**src/rtl/bitwise_logic_unit_if.sv**
```systemverilog
// Handshake and data bundle for bitwise_logic_unit; the reduction flags only
// exist when BITWISE_REDUCE_EN is defined.
interface bitwise_logic_unit_if #(
  parameter int WIDTH = 32
);
  logic [WIDTH-1:0] data_operandA;
  logic [WIDTH-1:0] data_operandB;
  logic [3:0]       ctrl_opcode;
  logic             in_valid;
  logic             in_ready;
  logic [WIDTH-1:0] data_result;
  logic             data_exception;
  logic             out_valid;
  logic             out_ready;
`ifdef BITWISE_REDUCE_EN
  logic             data_isZero;
  logic             data_parity;
`endif

  modport master (
    output data_operandA,
    output data_operandB,
    output ctrl_opcode,
    output in_valid,
    output out_ready,
`ifdef BITWISE_REDUCE_EN
    input  data_isZero,
    input  data_parity,
`endif
    input  in_ready,
    input  data_result,
    input  data_exception,
    input  out_valid
  );

  modport slave (
    input  data_operandA,
    input  data_operandB,
    input  ctrl_opcode,
    input  in_valid,
    input  out_ready,
`ifdef BITWISE_REDUCE_EN
    output data_isZero,
    output data_parity,
`endif
    output in_ready,
    output data_result,
    output data_exception,
    output out_valid
  );
endinterface

```
**src/rtl/bitwise_logic_unit.sv**
```systemverilog
// Two-stage valid/ready pipelined bitwise logic unit (8 ops, opcodes 8-15 raise
// an exception). Define BITWISE_REDUCE_EN to add registered isZero/parity flags.
module bitwise_logic_unit #(
  parameter int WIDTH = 32
) (
  input  logic                 clock,
  input  logic                 reset_n,
  bitwise_logic_unit_if.slave  bus
);
  logic             s1_v;
  logic             s2_v;
  logic             s1_load;
  logic             s2_load;
  logic [WIDTH-1:0] s1_a;
  logic [WIDTH-1:0] s1_b;
  logic [3:0]       s1_op;
  logic [WIDTH-1:0] s2_result;
  logic             s2_exception;
  logic [WIDTH-1:0] next_result;
  logic             next_exception;
`ifdef BITWISE_REDUCE_EN
  logic             s2_is_zero;
  logic             s2_parity;
`endif

  // A stage may take new contents when it is empty or its occupant moves on.
  assign s2_load      = !s2_v || bus.out_ready;
  assign s1_load      = !s1_v || s2_load;
  assign bus.in_ready = s1_load;

  always_ff @(posedge clock or negedge reset_n) begin
    if (!reset_n) begin
      s1_v  <= 1'b0;
      s1_a  <= '0;
      s1_b  <= '0;
      s1_op <= '0;
    end else if (s1_load) begin
      s1_v <= bus.in_valid;
      if (bus.in_valid) begin
        s1_a  <= bus.data_operandA;
        s1_b  <= bus.data_operandB;
        s1_op <= bus.ctrl_opcode;
      end
    end
  end

  always_comb begin
    next_result    = '0;
    next_exception = s1_op[3];
    if (!s1_op[3]) begin
      case (s1_op[2:0])
        3'd0: next_result = s1_a & s1_b;
        3'd1: next_result = s1_a | s1_b;
        3'd2: next_result = s1_a ^ s1_b;
        3'd3: next_result = ~(s1_a | s1_b);
        3'd4: next_result = ~(s1_a & s1_b);
        3'd5: next_result = ~(s1_a ^ s1_b);
        3'd6: next_result = s1_a & ~s1_b;
        3'd7: next_result = s1_a | ~s1_b;
      endcase
    end
  end

  always_ff @(posedge clock or negedge reset_n) begin
    if (!reset_n) begin
      s2_v         <= 1'b0;
      s2_result    <= '0;
      s2_exception <= 1'b0;
`ifdef BITWISE_REDUCE_EN
      s2_is_zero   <= 1'b0;
      s2_parity    <= 1'b0;
`endif
    end else if (s2_load) begin
      s2_v <= s1_v;
      if (s1_v) begin
        s2_result    <= next_result;
        s2_exception <= next_exception;
`ifdef BITWISE_REDUCE_EN
        s2_is_zero   <= ~|next_result;
        s2_parity    <= ^next_result;
`endif
      end
    end
  end

  assign bus.out_valid      = s2_v;
  assign bus.data_result    = s2_result;
  assign bus.data_exception = s2_exception;
`ifdef BITWISE_REDUCE_EN
  assign bus.data_isZero    = s2_is_zero;
  assign bus.data_parity    = s2_parity;
`endif
endmodule

```
**src/flat_wrapper.sv**
```systemverilog
// flat-port wrapper written by rule: the top's interface ports become plain ports
module bitwise_logic_unit_flat 
#(
  parameter int WIDTH = 32
)
  (clock, reset_n, bus_data_operandA, bus_data_operandB, bus_ctrl_opcode, bus_in_valid, bus_out_ready, bus_in_ready, bus_data_result, bus_data_exception, bus_out_valid);
  bitwise_logic_unit_if #(.WIDTH(WIDTH)) bus_i ();
  input  logic clock;
  input  logic reset_n;
  input wire logic [$bits(bus_i.data_operandA)-1:0] bus_data_operandA;
  input wire logic [$bits(bus_i.data_operandB)-1:0] bus_data_operandB;
  input wire logic [$bits(bus_i.ctrl_opcode)-1:0] bus_ctrl_opcode;
  input wire logic [$bits(bus_i.in_valid)-1:0] bus_in_valid;
  input wire logic [$bits(bus_i.out_ready)-1:0] bus_out_ready;
  output wire logic [$bits(bus_i.in_ready)-1:0] bus_in_ready;
  output wire logic [$bits(bus_i.data_result)-1:0] bus_data_result;
  output wire logic [$bits(bus_i.data_exception)-1:0] bus_data_exception;
  output wire logic [$bits(bus_i.out_valid)-1:0] bus_out_valid;
  assign bus_i.data_operandA = bus_data_operandA;
  assign bus_i.data_operandB = bus_data_operandB;
  assign bus_i.ctrl_opcode = bus_ctrl_opcode;
  assign bus_i.in_valid = bus_in_valid;
  assign bus_i.out_ready = bus_out_ready;
  assign bus_in_ready = bus_i.in_ready;
  assign bus_data_result = bus_i.data_result;
  assign bus_data_exception = bus_i.data_exception;
  assign bus_out_valid = bus_i.out_valid;
  bitwise_logic_unit #(.WIDTH(WIDTH)) u_core (.clock(clock), .reset_n(reset_n), .bus(bus_i));
endmodule
```
**config.mk**
```make
export PLATFORM = sky130hd
export DESIGN_NAME = bitwise_logic_unit_flat
export DESIGN_NICKNAME = d
export VERILOG_FILES = /design/src/rtl/bitwise_logic_unit_if.sv /design/src/rtl/bitwise_logic_unit.sv /design/src/flat_wrapper.sv
export SDC_FILE = /design/constraint.sdc
export NUM_CORES = 1
export LEC_CHECK = 0
export CORE_ASPECT_RATIO = 0.9
export CORE_MARGIN = 5
export CORE_UTILIZATION = 50
export DETAILED_ROUTE_END_ITERATION = 7
export PLACE_DENSITY = 0.85
export SLEW_MARGIN = 20
export SYNTH_ARGS = -nofsm -noshare
export SYNTH_HDL_FRONTEND = slang
export SYNTH_SLANG_ARGS = --single-unit
```
**constraint.sdc**
```tcl
create_clock -name clock -period 4.4 [get_ports clock]
set_input_delay 0.44 -clock clock [delete_from_list [all_inputs] [get_ports clock]]
set_output_delay 0.44 -clock clock [all_outputs]
set_load 0.01 [all_outputs]
```
Word level (Yosys, flattened, before mapping) --
Index checks and enable logic that the tools add are counted.
Operators by class: $add $sub $neg 0, $mul 0, div/mod/pow operators 0, order comparisons 0, equality and inequality tests 7, shift operators 0, mux-type cells 2, bitwise logic cells 9, reduce and logical (&&, ||, !) cells 7
Operators by type and width (number):
- 32-bit case mux with 8 select lines | 1
- 32-bit inverter | 4
- 32-bit bitwise AND | 2
- 32-bit bitwise OR | 2
- 32-bit two-way mux | 1
- 32-bit bitwise XOR | 1
- 3-bit == test, second input constant | 4
- 3-bit by 2-bit == test with 1-bit output, second input constant | 2
- 2-bit AND reduction | 2
- 3-bit by 1-bit == test with 1-bit output, second input constant | 1
- 3-bit zero test | 1
- 1-bit zero test | 2
- 1-bit logical OR | 2
Word-level totals: register bits after elaboration 103, bits in latches 0, RAM bits 0, memory bits (read-only) 0, input port bits 72, output and inout bits 35, memories 0

Longest topological paths before layout --
Gate-level depths: netlist of the first run.
depth after elaboration 4, depth in mapped cells 7, depth with buffers taken out 6

Worst setup path after synthesis of the first run --
No wires, ideal clock.
path type input to register, start input bus_out_ready, end register u_core.s1_a[21], arrival 1525 ps, data required time 4275 ps, path slack 2750 ps, stages on the path 6, cells stage by stage nor2b_2 -> nand2_1 -> nand2_1 -> buf_4 -> buf_4 -> mux2_2
On the way: longest elaborated chain between the ends 3
RTL lines:
- start: declaration | line flat_wrapper.sv:14 | input wire logic [$bits(bus_i.out_ready)-1:0] bus_out_ready;
- 1-bit logical OR | line bitwise_logic_unit.sv:27 | assign s2_load = !s2_v || bus.out_ready;
- 1-bit logical OR | line bitwise_logic_unit.sv:28 | assign s1_load = !s1_v || s2_load;
- named net bus_in_ready | line flat_wrapper.sv:15 | output wire logic [$bits(bus_i.in_ready)-1:0] bus_in_ready;
- 2-bit AND reduction (no source line)
- end signal: assignment | line bitwise_logic_unit.sv:40 | s1_a <= bus.data_operandA;
- end: declaration | line bitwise_logic_unit.sv:14 | logic [WIDTH-1:0] s1_a;
The timed path passes the listed nets, and every way through them passes these cells. A chain may end at the register's enable or synchronous reset.

Worst setup path in the final report of the first run --
start register u_core.s1_op[1], end register u_core.s2_result[29], in the netlist u_core.bus.data_result[29]
On the way: longest elaborated chain between the ends 3
RTL lines:
- start: declaration | line bitwise_logic_unit.sv:16 | logic [3:0] s1_op;
- start signal: assignment | line bitwise_logic_unit.sv:42 | s1_op <= bus.ctrl_opcode;
- 3-bit == test, or another cell as far along | line bitwise_logic_unit.sv:51 | case (s1_op[2:0])
- 32-bit case mux with 8 select lines (*) | line bitwise_logic_unit.sv:51
- 32-bit two-way mux (*) | line bitwise_logic_unit.sv:50 | if (!s1_op[3]) begin
- end signal: assignment | line bitwise_logic_unit.sv:76 | s2_result <= next_result;
- end: declaration | line bitwise_logic_unit.sv:17 | logic [WIDTH-1:0] s2_result;
Every way passes the cells marked *; elsewhere a longest branch is shown, timed or not.

==> impl_metrics.py, run 1 <==
metrics = {
    "floorplan": {
        "core_um2": 15500,
        "die_h_um": 130,
        "die-area_um2": 18500,
        "initial_utilization_pct": 51.2,
        "ios": 107,
        "fp-row-count": 43,
        "die_w_um": 143,
    },
    "place": {
        "place_area_um2": 8990,
        "dp_hpwl_um": 11900,
        "io_buffers": 106,
        "post-place-cells": 1035,
        "gp_congestion": 0.758,
    },
    "synthesis": {
        "synth_area_um2": 7940,
        "yosysMostFrequentCell": "ha_1",
        "synth-seq-cells": 103,
        "seq_area_frac_synth_pct": 32.5,
        "synthCells": 778,
        "synth_top_area_cell": "dfrtp_1",
        "synth_ff_type": "dfrtp_1",
        "synth_top_area_share_pct": 32.5,
        "synth_area_leaders": "dfrtp_1 (32%), ha_1 (20%), mux2_2 (9.8%)",
        "syn_area_per_cell_um2": 10.2,
        "synth_edf_count": 0,
        "ys_async_sr_fraction_pct": 100,
        "synth_common_cells": "ha_1 (128), dfrtp_1 (103), mux2_2 (69)",
        "yosysUniqueCellTypes": 41,
        "synth_warnings": 0,
        "synth.net_count": 978,
    },
    "cts": {
        "cts-root-buf": "clkbuf_16",
        "holdBufCountCts": 0,
        "cts.path.max_buffers": 2,
        "cts_setup_buffers": 0,
        "clock_sinks": 103,
        "cts_tree": "built",
        "path_clk_slew_ns": 0.07,
        "cts_buffers": 9,
        "clk_latency_ns": 0.36,
        "htree_levels": 3,
        "cts_resized": 0,
    },
    "route": {
        "ant_nets": 0,
        "viasPerCell": 5.65,
        "dr.pass1.iters": 5,
        "routedWlPerCell_um": 16.8,
        "totalWireLength_um": 17700,
        "vias": 5941,
        "drc": 0,
        "first_iter_violations": 444,
    },
    "grt": {
        "antenna_found_initial": 0,
        "use_met2_pct": 32.0,
        "grt_usage_pct": 19.4,
        "grt_max_degree": 77,
        "grt_use_met3_pct": 4.28,
        "use_met1_pct": 25.9,
        "grt_pass1_vias": 5895,
        "top_usage_layer": "met2",
        "grt_pass1_wl_um": 29000,
        "overflow": 0,
    },
    "sta": {
        "hold_viol_final": 0,
        "worstMarginPinSlew_ns": 0.935,
        "fin_worst_skew_ns": 0.0101,
        "fmax_mhz": 408,
        "final.period_utilization_pct": 55.7,
        "rsz0062_at_grt": "false",
        "slew-limit-headroom_pct": 37.6,
        "slew_viol_final": 0,
        "fin_crit_ns": 2.45,
        "setup_viol": 0,
        "finalSetupTns_ns": 0,
    },
    "cells_and_area": {
        "final_area_um2": 9280,
        "syn2layout_area_growth_pct": 16.9,
        "nFillCells": 1277,
        "nets": 1045,
        "drive_above_1_share_pct": 13.3,
        "instances_no_fill": 1051,
        "antenna_cells": 0,
    },
    "job": {
        "maxCapViolCount": 0,
    },
    "setup_path": {
        "crit_arrival_ns": 2.69,
        "crit_required_ns": 4.64,
        "worst_setup_path_end_kind": "register",
        "crit_slowest_cell": "dfrtp_2",
        "critPathMaxStageDelay_ns": 0.72,
        "crit_fanout": 52,
        "worstSetupStartpointType": "register",
        "path_cells": "buf_4 > or2_4 > o2bb2ai_1 > a221oi_1 > o21ai_0",
        "crit_type": "register to register",
    },
    "power": {
        "leakage_nw": 4.23,
        "vdd_drop_max_mv": 0.216,
        "power_mw": 3.40,
        "power-per-cell-area_nw_per_um2": 367,
    },
    "run_status": {
        "status": "completed",
    },
    "hold_path": {
        "hold_class": "input pin to asynchronous set/reset pin",
    },
}
power by group:
part / internal (mW) / leakage [nW] / total (mW) / switching, mW
clock network: 0.393 / 0.131 / 0.744 / 0.351
logic: 0.679 / 2.86 / 1.32 / 0.642
registers: 1.12 / 1.24 / 1.34 / 0.211
state kept, by name, indices dropped and copies added (netlist names):
name	flops
u_core.s1_v	1
u_core.bus.data_result	32
u_core.bus.out_valid	1
u_core.s1_a	32
u_core.s1_b	32
u_core.bus.data_exception	1
u_core.s1_op	4
cell type report:
| class | count | area, µm² | area share (%) |
|---|---|---|---|
| multi-input combinational | 551 | 4790 | 51.7 |
| sequential | 103 | 2580 | 27.9 |
| timing repair buffer | 113 | 1130 | 12.2 |
| tap | 202 | 253 | 2.72 |
| inverter | 67 | 251 | 2.71 |
| clock buffer | 11 | 243 | 2.62 |
| clock inverter | 4 | 22.5 | 0.243 |
path summary, 6_finish.rpt:
kind	from	end	slack, ns	cells past startpoint
min in group clock	u_core.bus.data_result[29]	u_core.bus.data_result[29]	0.48	2
max in group asynchronous	reset_n	u_core.s1_a[8]	3.64	2
max reg2reg	u_core.s1_op[1]	u_core.bus.data_result[29]	1.95	5
min	reset_n	u_core.s1_a[26]	0.03	1
max	u_core.s1_op[1]	u_core.bus.data_result[29]	1.95	5
min reg2reg	u_core.bus.data_result[29]	u_core.bus.data_result[29]	0.48	2
per-layer routing:
layer	part of all wire [%]	routed length, µm	vias up
met5	0	0	-
met2	48	8450	164
li1	-	-	2883
met1	44	7860	2878
met4	1.3	236	0
met3	6.4	1140	16
logic make-up (layout without fill, tap and decap cells):
logic type	count (synthesis)	after routing	share of synthesized area [%]
buffers and inverters	124	195	7.38
AO/OA/AOI/OAI	183	183	16.2
AND/OR/NAND/NOR	148	148	11.1
multiplexers	92	92	12.7
adder cells (fa/ha/maj)	128	128	20.2
flip-flops	103	103	32.5
layout by cell type (no fill, tap or decap), types with 2 or more instances in the layout:
master | netlist | final
clkdlybuf4s50_1 | 0 | 105
clkinv_2 | 0 | 3
and3b_1 | 9 | 9
nor3b_1 | 9 | 9
and2b_1 | 7 | 7
nor3_1 | 18 | 18
mux2i_1 | 23 | 23
nor2b_4 | 2 | 2
mux2_2 | 69 | 69
dfrtp_2 | 0 | 2
nor2b_1 | 21 | 21
o32ai_1 | 4 | 4
nor3b_4 | 1 | 2
ha_1 | 128 | 128
or3_1 | 18 | 18
nand2_1 | 24 | 23
a221oi_2 | 10 | 10
a211oi_1 | 3 | 3
o2bb2ai_1 | 4 | 4
nand2b_1 | 9 | 8
o21ai_1 | 18 | 18
o21ai_0 | 58 | 58
inv_1 | 67 | 67
o2111a_1 | 9 | 9
dfrtp_1 | 103 | 100
nand3b_1 | 4 | 4
a21oi_1 | 29 | 29
a221oi_1 | 9 | 9
nor2_1 | 20 | 20
clkbuf_16 | 0 | 9
buf_4 | 10 | 6
a22oi_1 | 18 | 18
and2_1 | 2 | 2
a32o_1 | 18 | 18
worst max-delay path: cells and delay by family (launching register included):
kind	cells	cell delay [ns]
buffers and inverters	1	0.64
AND/OR/NAND/NOR	1	0.51
AO/OA/AOI/OAI	3	0.45
flip-flops	1	0.72
metrics by stage:
stage	util, %	hold WS (ns)	setup slack, ns
after floorplan	-	0.144	2.75
after global placement	57.9	0.463	1.89
after detailed placement	58.0	0.475	1.86
after CTS	59.7	0.288	1.96
after global routing	59.9	0.0643	1.81
final	59.9	0.0317	1.95
No activity file was read; power rests on OpenSTA's default activity.
==> inputs of run 2 (changes only) <==
==> constraint.sdc (replaced) <==
create_clock -name clock -period 2.3 [get_ports clock]
set_input_delay 0.23 -clock clock [delete_from_list [all_inputs] [get_ports clock]]
set_output_delay 0.23 -clock clock [all_outputs]
set_load 0.01 [all_outputs]
==> run 2 against run 1 <==
Against the previous run:
- via count grew 1.6%
- sequential power grew 90%
- global-route usage increased by 0.89 points
- register-to-register slack got worse by 1.7 ns
- clock power up 120%
- non-clock buffer count up 10
- die area is the same
- design area increased by 1.7%
- maximum frequency is 19% higher
- clock skew is 0.00063 ns higher
- utilization is 1.0 points higher
- critical path depth fell by 1
- largest power group is now combinational logic
==> impl_metrics.py, run 2 (synthesized netlist as in run 1, its figures left out) <==
metrics = {
    "setup_path": {
        "crit_buf_inv": 0,
        "cp_top_family": "simple AND/OR/NAND/NOR gates",
        "crit_type": "register to register",
        "path_cells": "and2_1 > a22oi_1 > o21ai_1 > a32o_1",
        "worst_setup_path_end_kind": "register",
        "crit_required_ns": 2.60,
        "startpoint": "u_core.s1_op[0]",
        "crit_fanout": 33,
        "crit_slowest_cell": "and2_1",
        "crit_arrival_ns": 2.36,
        "timing.rr.start": "u_core.s1_op[0]",
        "worstSetupStartpointType": "register",
        "critPathMaxStageDelay_ns": 0.78,
    },
    "cts": {
        "cts_setup_buffers": 0,
        "path_clk_slew_ns": 0.08,
        "cts.path.max_buffers": 2,
        "cts_tree": "built",
        "cts_buffers": 9,
        "clock_sinks": 103,
        "clk_latency_ns": 0.36,
        "htree_levels": 3,
        "cts-root-buf": "clkbuf_16",
    },
    "cells_and_area": {
        "nFillCells": 1270,
        "syn2layout_area_growth_pct": 18.9,
        "drive_above_1_share_pct": 14.4,
        "antenna_cells": 0,
        "most-common-layout-cells": "ha_1 (128), clkdlybuf4s50_1 (105), dfrtp_1 (100)",
        "final_area_um2": 9440,
        "layout_commonest_cell": "ha_1",
        "nets": 1055,
    },
    "floorplan": {
        "fp-row-count": 43,
        "ios": 107,
        "die_h_um": 130,
        "core_um2": 15500,
        "die_w_um": 143,
        "die-area_um2": 18500,
        "initial_utilization_pct": 51.2,
    },
    "sta": {
        "hold_viol_final": 0,
        "rsz0062_at_grt": "false",
        "fin_crit_ns": 2.06,
        "slew_viol_final": 0,
        "setup_viol": 0,
        "finalSetupTns_ns": 0,
        "fin_worst_skew_ns": 0.0107,
        "slew-limit-headroom_pct": 38.7,
        "fmax_mhz": 485,
        "final.period_utilization_pct": 89.7,
        "worstMarginPinSlew_ns": 0.918,
    },
    "route": {
        "ant_nets": 0,
        "vias": 6038,
        "first_iter_violations": 412,
        "dr.pass1.iters": 7,
        "viasPerCell": 5.69,
        "totalWireLength_um": 18200,
        "routedWlPerCell_um": 17.1,
        "drc": 0,
    },
    "place": {
        "io_buffers": 106,
        "dp_hpwl_um": 12600,
        "gp_congestion": 0.814,
        "place_area_um2": 9110,
    },
    "power": {
        "seqPwrFrac_pct": 37.5,
        "leakage_nw": 4.31,
        "power-per-cell-area_nw_per_um2": 719,
        "power_mw": 6.78,
        "switching_share_pct": 35.1,
        "intPower_mw": 4.41,
        "p_sw_mw": 2.38,
        "clockPowerShare_pct": 24.1,
        "vdd_drop_max_mv": 0.379,
        "comb_power_share_pct": 38.3,
    },
    "grt": {
        "grt_max_degree": 59,
        "grt_pass1_wl_um": 30800,
        "overflow": 0,
        "grt_pass1_vias": 6146,
        "antenna_found_initial": 0,
        "grt_usage_pct": 20.3,
    },
    "hold_path": {
        "hold_class": "input pin to asynchronous set/reset pin",
    },
    "run_status": {
        "status": "completed",
    },
    "job": {
        "maxCapViolCount": 0,
    },
}
-- run 2: changes by cell type in the layout (fill, tap and decap cells not counted), sizes merged --
cell | before | now
clkinvlp | 1 | 2
dlygate4sd3 | 0 | 1
inv | 67 | 68
buf | 8 | 17
clkinv | 3 | 1
bufinv | 0 | 1
-- run 2: area by class of cell --
type                    count  area, µm²  share of cell area, %
multi-input cells         551       4790                   50.8
flip-flops and latches    103       2580                   27.4
repair buffers            123       1240                   13.1
clock buffers              11        253                   2.68
well taps                 202        253                   2.68
inverters                  67        251                   2.67
clock inverters             5       65.1                  0.690
-- run 2: routing by layer --
layer / track usage [%] / vias to the layer above / routed length [µm]
met5: 0 / - / 0
li1: - / 2893 / -
met3: 4.43 / 23 / 1060
met4: 5.48 / 0 / 323
met1: 27.2 / 2940 / 8120
met2: 33.5 / 182 / 8690
-- run 2: repair_timing --
action,CTS,global route
hold buffers,1,0
endpoints found under the setup margin,0,0
endpoints found under the hold margin,17,0
gates resized for setup,0,0
-- run 2: worst register-to-register path, delay by kind of cell (launching register included) --
kind | cells | cell delay (ns)
flip-flops | 1 | 0.73
AND/OR/NAND/NOR | 1 | 0.79
AO/OA/AOI/OAI | 3 | 0.49
-- run 2: path summary, 6_finish.rpt --
path / to / slack (ns) / cells past startpoint
worst max-delay path: u_core.bus.data_result[20] / 0.24 / 4
worst min-delay path: u_core.bus.data_result[1] / 0.29 / 2
worst max register to register: u_core.bus.data_result[20] / 0.24 / 4
worst min register to register: u_core.bus.data_result[7] / 0.48 / 2
max in group asynchronous: u_core.s1_op[1] / 1.32 / 3
min in group clock: u_core.s1_b[9] / 0.48 / 2
-- run 2: power by group through the flow --
stage                     clock network [mW]  logic (mW)  registers (mW)
final                                   1.64        2.60            2.55
after global routing                    1.75        2.90            2.60
after CTS                               1.67        2.61            2.55
after detailed placement                   0        2.59            2.58
after global placement                     0        2.51            2.56
after floorplan                            0        1.73            2.49
-- run 2: per-stage QoR --
stage	hold WS [ns]	setup slack, ns	util [%]	std cells
2_1_floorplan	-0.0656	0.668	-	778
3_3_place_gp	0.136	0.276	58.8	1045
3_5_place_dp	0.137	0.240	58.8	1045
4_1_cts	0.292	0.215	60.9	1062
5_1_grt	0.318	0.0524	60.9	1062
6_report	0.295	0.236	60.9	1062
==> inputs of run 3 (changes only) <==
--- a/config.mk
+++ b/config.mk
@@ -7,9 +7,9 @@
 export LEC_CHECK = 0
 export CORE_ASPECT_RATIO = 0.9
 export CORE_MARGIN = 5
-export CORE_UTILIZATION = 50
+export CORE_UTILIZATION = 40
 export DETAILED_ROUTE_END_ITERATION = 7
-export PLACE_DENSITY = 0.85
+export PLACE_DENSITY = 0.72
 export SLEW_MARGIN = 20
 export SYNTH_ARGS = -nofsm -noshare
 export SYNTH_HDL_FRONTEND = slang
==> run 3 against run 2 <==
Against the previous run:
- cell count increased by 4.8%
- flip-flop and latch count unchanged
- clock skew decreased by 0.0013 ns
- die area increased by 23%
- combinational power about the same
- maximum frequency increased by 2.6%
- hold slack improved by 0.069 ns
- global-route usage decreased by 3.4 points
- routed wire length increased by 2.4%
- largest cell class unchanged
- largest power group unchanged
==> impl_metrics.py, run 3 (synthesized netlist as in run 1, its figures left out) <==
metrics = {
    "sta": {
        "finalSetupTns_ns": 0,
        "fin_worst_skew_ns": 0.00943,
        "fmax_mhz": 497,
        "worstMarginPinSlew_ns": 0.869,
        "setup_viol": 0,
        "rsz0062_at_grt": "false",
        "slew-limit-headroom_pct": 42.1,
        "slew_viol_final": 0,
        "fin_crit_ns": 2.01,
        "final.period_utilization_pct": 87.5,
        "hold_viol_final": 0,
    },
    "cells_and_area": {
        "layout_commonest_cell": "ha_1",
        "syn2layout_area_growth_pct": 20.1,
        "antenna_cells": 0,
        "drive_above_1_share_pct": 14.7,
        "final_core_util_pct": 49.3,
        "instances_no_fill": 1113,
        "most-common-layout-cells": "ha_1 (128), clkdlybuf4s50_1 (105), dfrtp_1 (100)",
        "nets": 1058,
    },
    "cts": {
        "clk_latency_ns": 0.36,
        "cts_setup_buffers": 0,
        "cts_buffers": 9,
        "cts_tree": "built",
        "cts.path.max_buffers": 2,
        "path_clk_slew_ns": 0.08,
        "cts-root-buf": "clkbuf_16",
        "htree_levels": 3,
        "clock_sinks": 103,
    },
    "grt": {
        "grt_pass1_vias": 6123,
        "grt_usage_pct": 17.0,
        "antenna_found_initial": 0,
        "grt_max_degree": 47,
        "overflow": 0,
        "grt_pass1_wl_um": 30900,
    },
    "setup_path": {
        "crit_required_ns": 2.60,
        "worst_setup_path_end_kind": "register",
        "ff2ff_setup_slack_ns": 0.29,
        "crit_fanout": 34,
        "regToRegEndpoint": "u_core.bus.data_result[20]",
        "crit_arrival_ns": 2.31,
        "worstRegToRegCells": 4,
        "crit_type": "register to register",
        "timing.rr.start": "u_core.s1_op[2]",
        "worstSetupStartpointType": "register",
    },
    "job": {
        "maxCapViolCount": 0,
    },
    "run_status": {
        "status": "completed",
    },
    "power": {
        "power_mw": 6.85,
        "vdd_drop_max_mv": 0.350,
        "leakage_nw": 4.34,
        "power-per-cell-area_nw_per_um2": 719,
    },
    "floorplan": {
        "die-area_um2": 22800,
        "initial_utilization_pct": 41.0,
        "ios": 107,
        "core_um2": 19300,
        "die_w_um": 158,
        "die_h_um": 144,
        "fp-row-count": 48,
    },
    "route": {
        "dr.pass1.iters": 5,
        "ant_nets": 0,
        "totalWireLength_um": 18600,
        "vias": 5917,
        "routedWlPerCell_um": 16.7,
        "viasPerCell": 5.32,
        "first_iter_violations": 294,
        "drc": 0,
    },
    "hold_path": {
        "hold_class": "input pin to asynchronous set/reset pin",
    },
    "place": {
        "io_buffers": 106,
        "dp_hpwl_um": 13100,
        "post-place-cells": 1096,
        "gp_congestion": 0.777,
    },
}
## run 3: cell types whose count changed in the layout (fill, tap and decap cells not counted), sizes merged
cell,change
bufinv,+1
clkinvlp,-1
clkbuf,-1
clkinv,+1
buf,+3
## run 3: per-stage QoR
step	setup WS (ns)	hold WS [ns]	instance area (µm²)
finish	0.288	0.364	9530
global route	0.130	0.412	9530
CTS	0.287	0.371	9530
detailed placement	0.291	0.222	9190
global placement	0.324	0.220	9190
floorplan	0.668	-0.0656	7940
## run 3: worst max path at each step
stage | from | to | slack (ns) | cells past startpoint
global placement | bus_out_ready | u_core.s1_a[28] | 0.32 | 6
CTS | u_core.s1_op[2] | u_core.bus.data_result[8] | 0.29 | 4
global route | u_core.s1_op[2] | u_core.bus.data_result[5] | 0.13 | 4
finish | u_core.s1_op[2] | u_core.bus.data_result[20] | 0.29 | 4
detailed placement | bus_out_ready | u_core.s1_a[27] | 0.29 | 6
floorplan | u_core.bus.out_valid | u_core.s1_a[21] | 0.67 | 6
## run 3: final cells by class
cell class,count,area [µm²]
Clock buffer,10,239
Fill cell,1758,9800
Tap cell,250,313
Multi-Input combinational cell,551,4790
Timing Repair Buffer,126,1260
Inverter,67,251
Clock inverter,6,92.6
Sequential cell,103,2590
## run 3: metal layers
layer | GRT usage (%) | vias to the layer above | wire (µm)
met5 | 0 | - | 0
met4 | 4.35 | 0 | 214
met3 | 4.40 | 17 | 1120
met2 | 28.0 | 135 | 8760
met1 | 22.3 | 2858 | 8530
li1 | - | 2907 | -
## run 3: repair_timing
item                                   in CTS  in global routing
setup endpoints to repair                   0                  0
gates resized for setup                     0                  0
endpoints found under the hold margin      32                  0
hold buffers                                1                  0
## run 3: power breakdown
part           switching, mW  internal, mW  leakage [nW]
combinational           1.26          1.34          2.93
sequential             0.386          2.15          1.24
clock                  0.724         0.992         0.161
## run 3: critical path, stage by stage (launching register included)
cell	delay, ns
dfrtp_4	0.68
and2_1	0.77
a22oi_1	0.19
o21ai_1	0.13
a32o_1	0.17
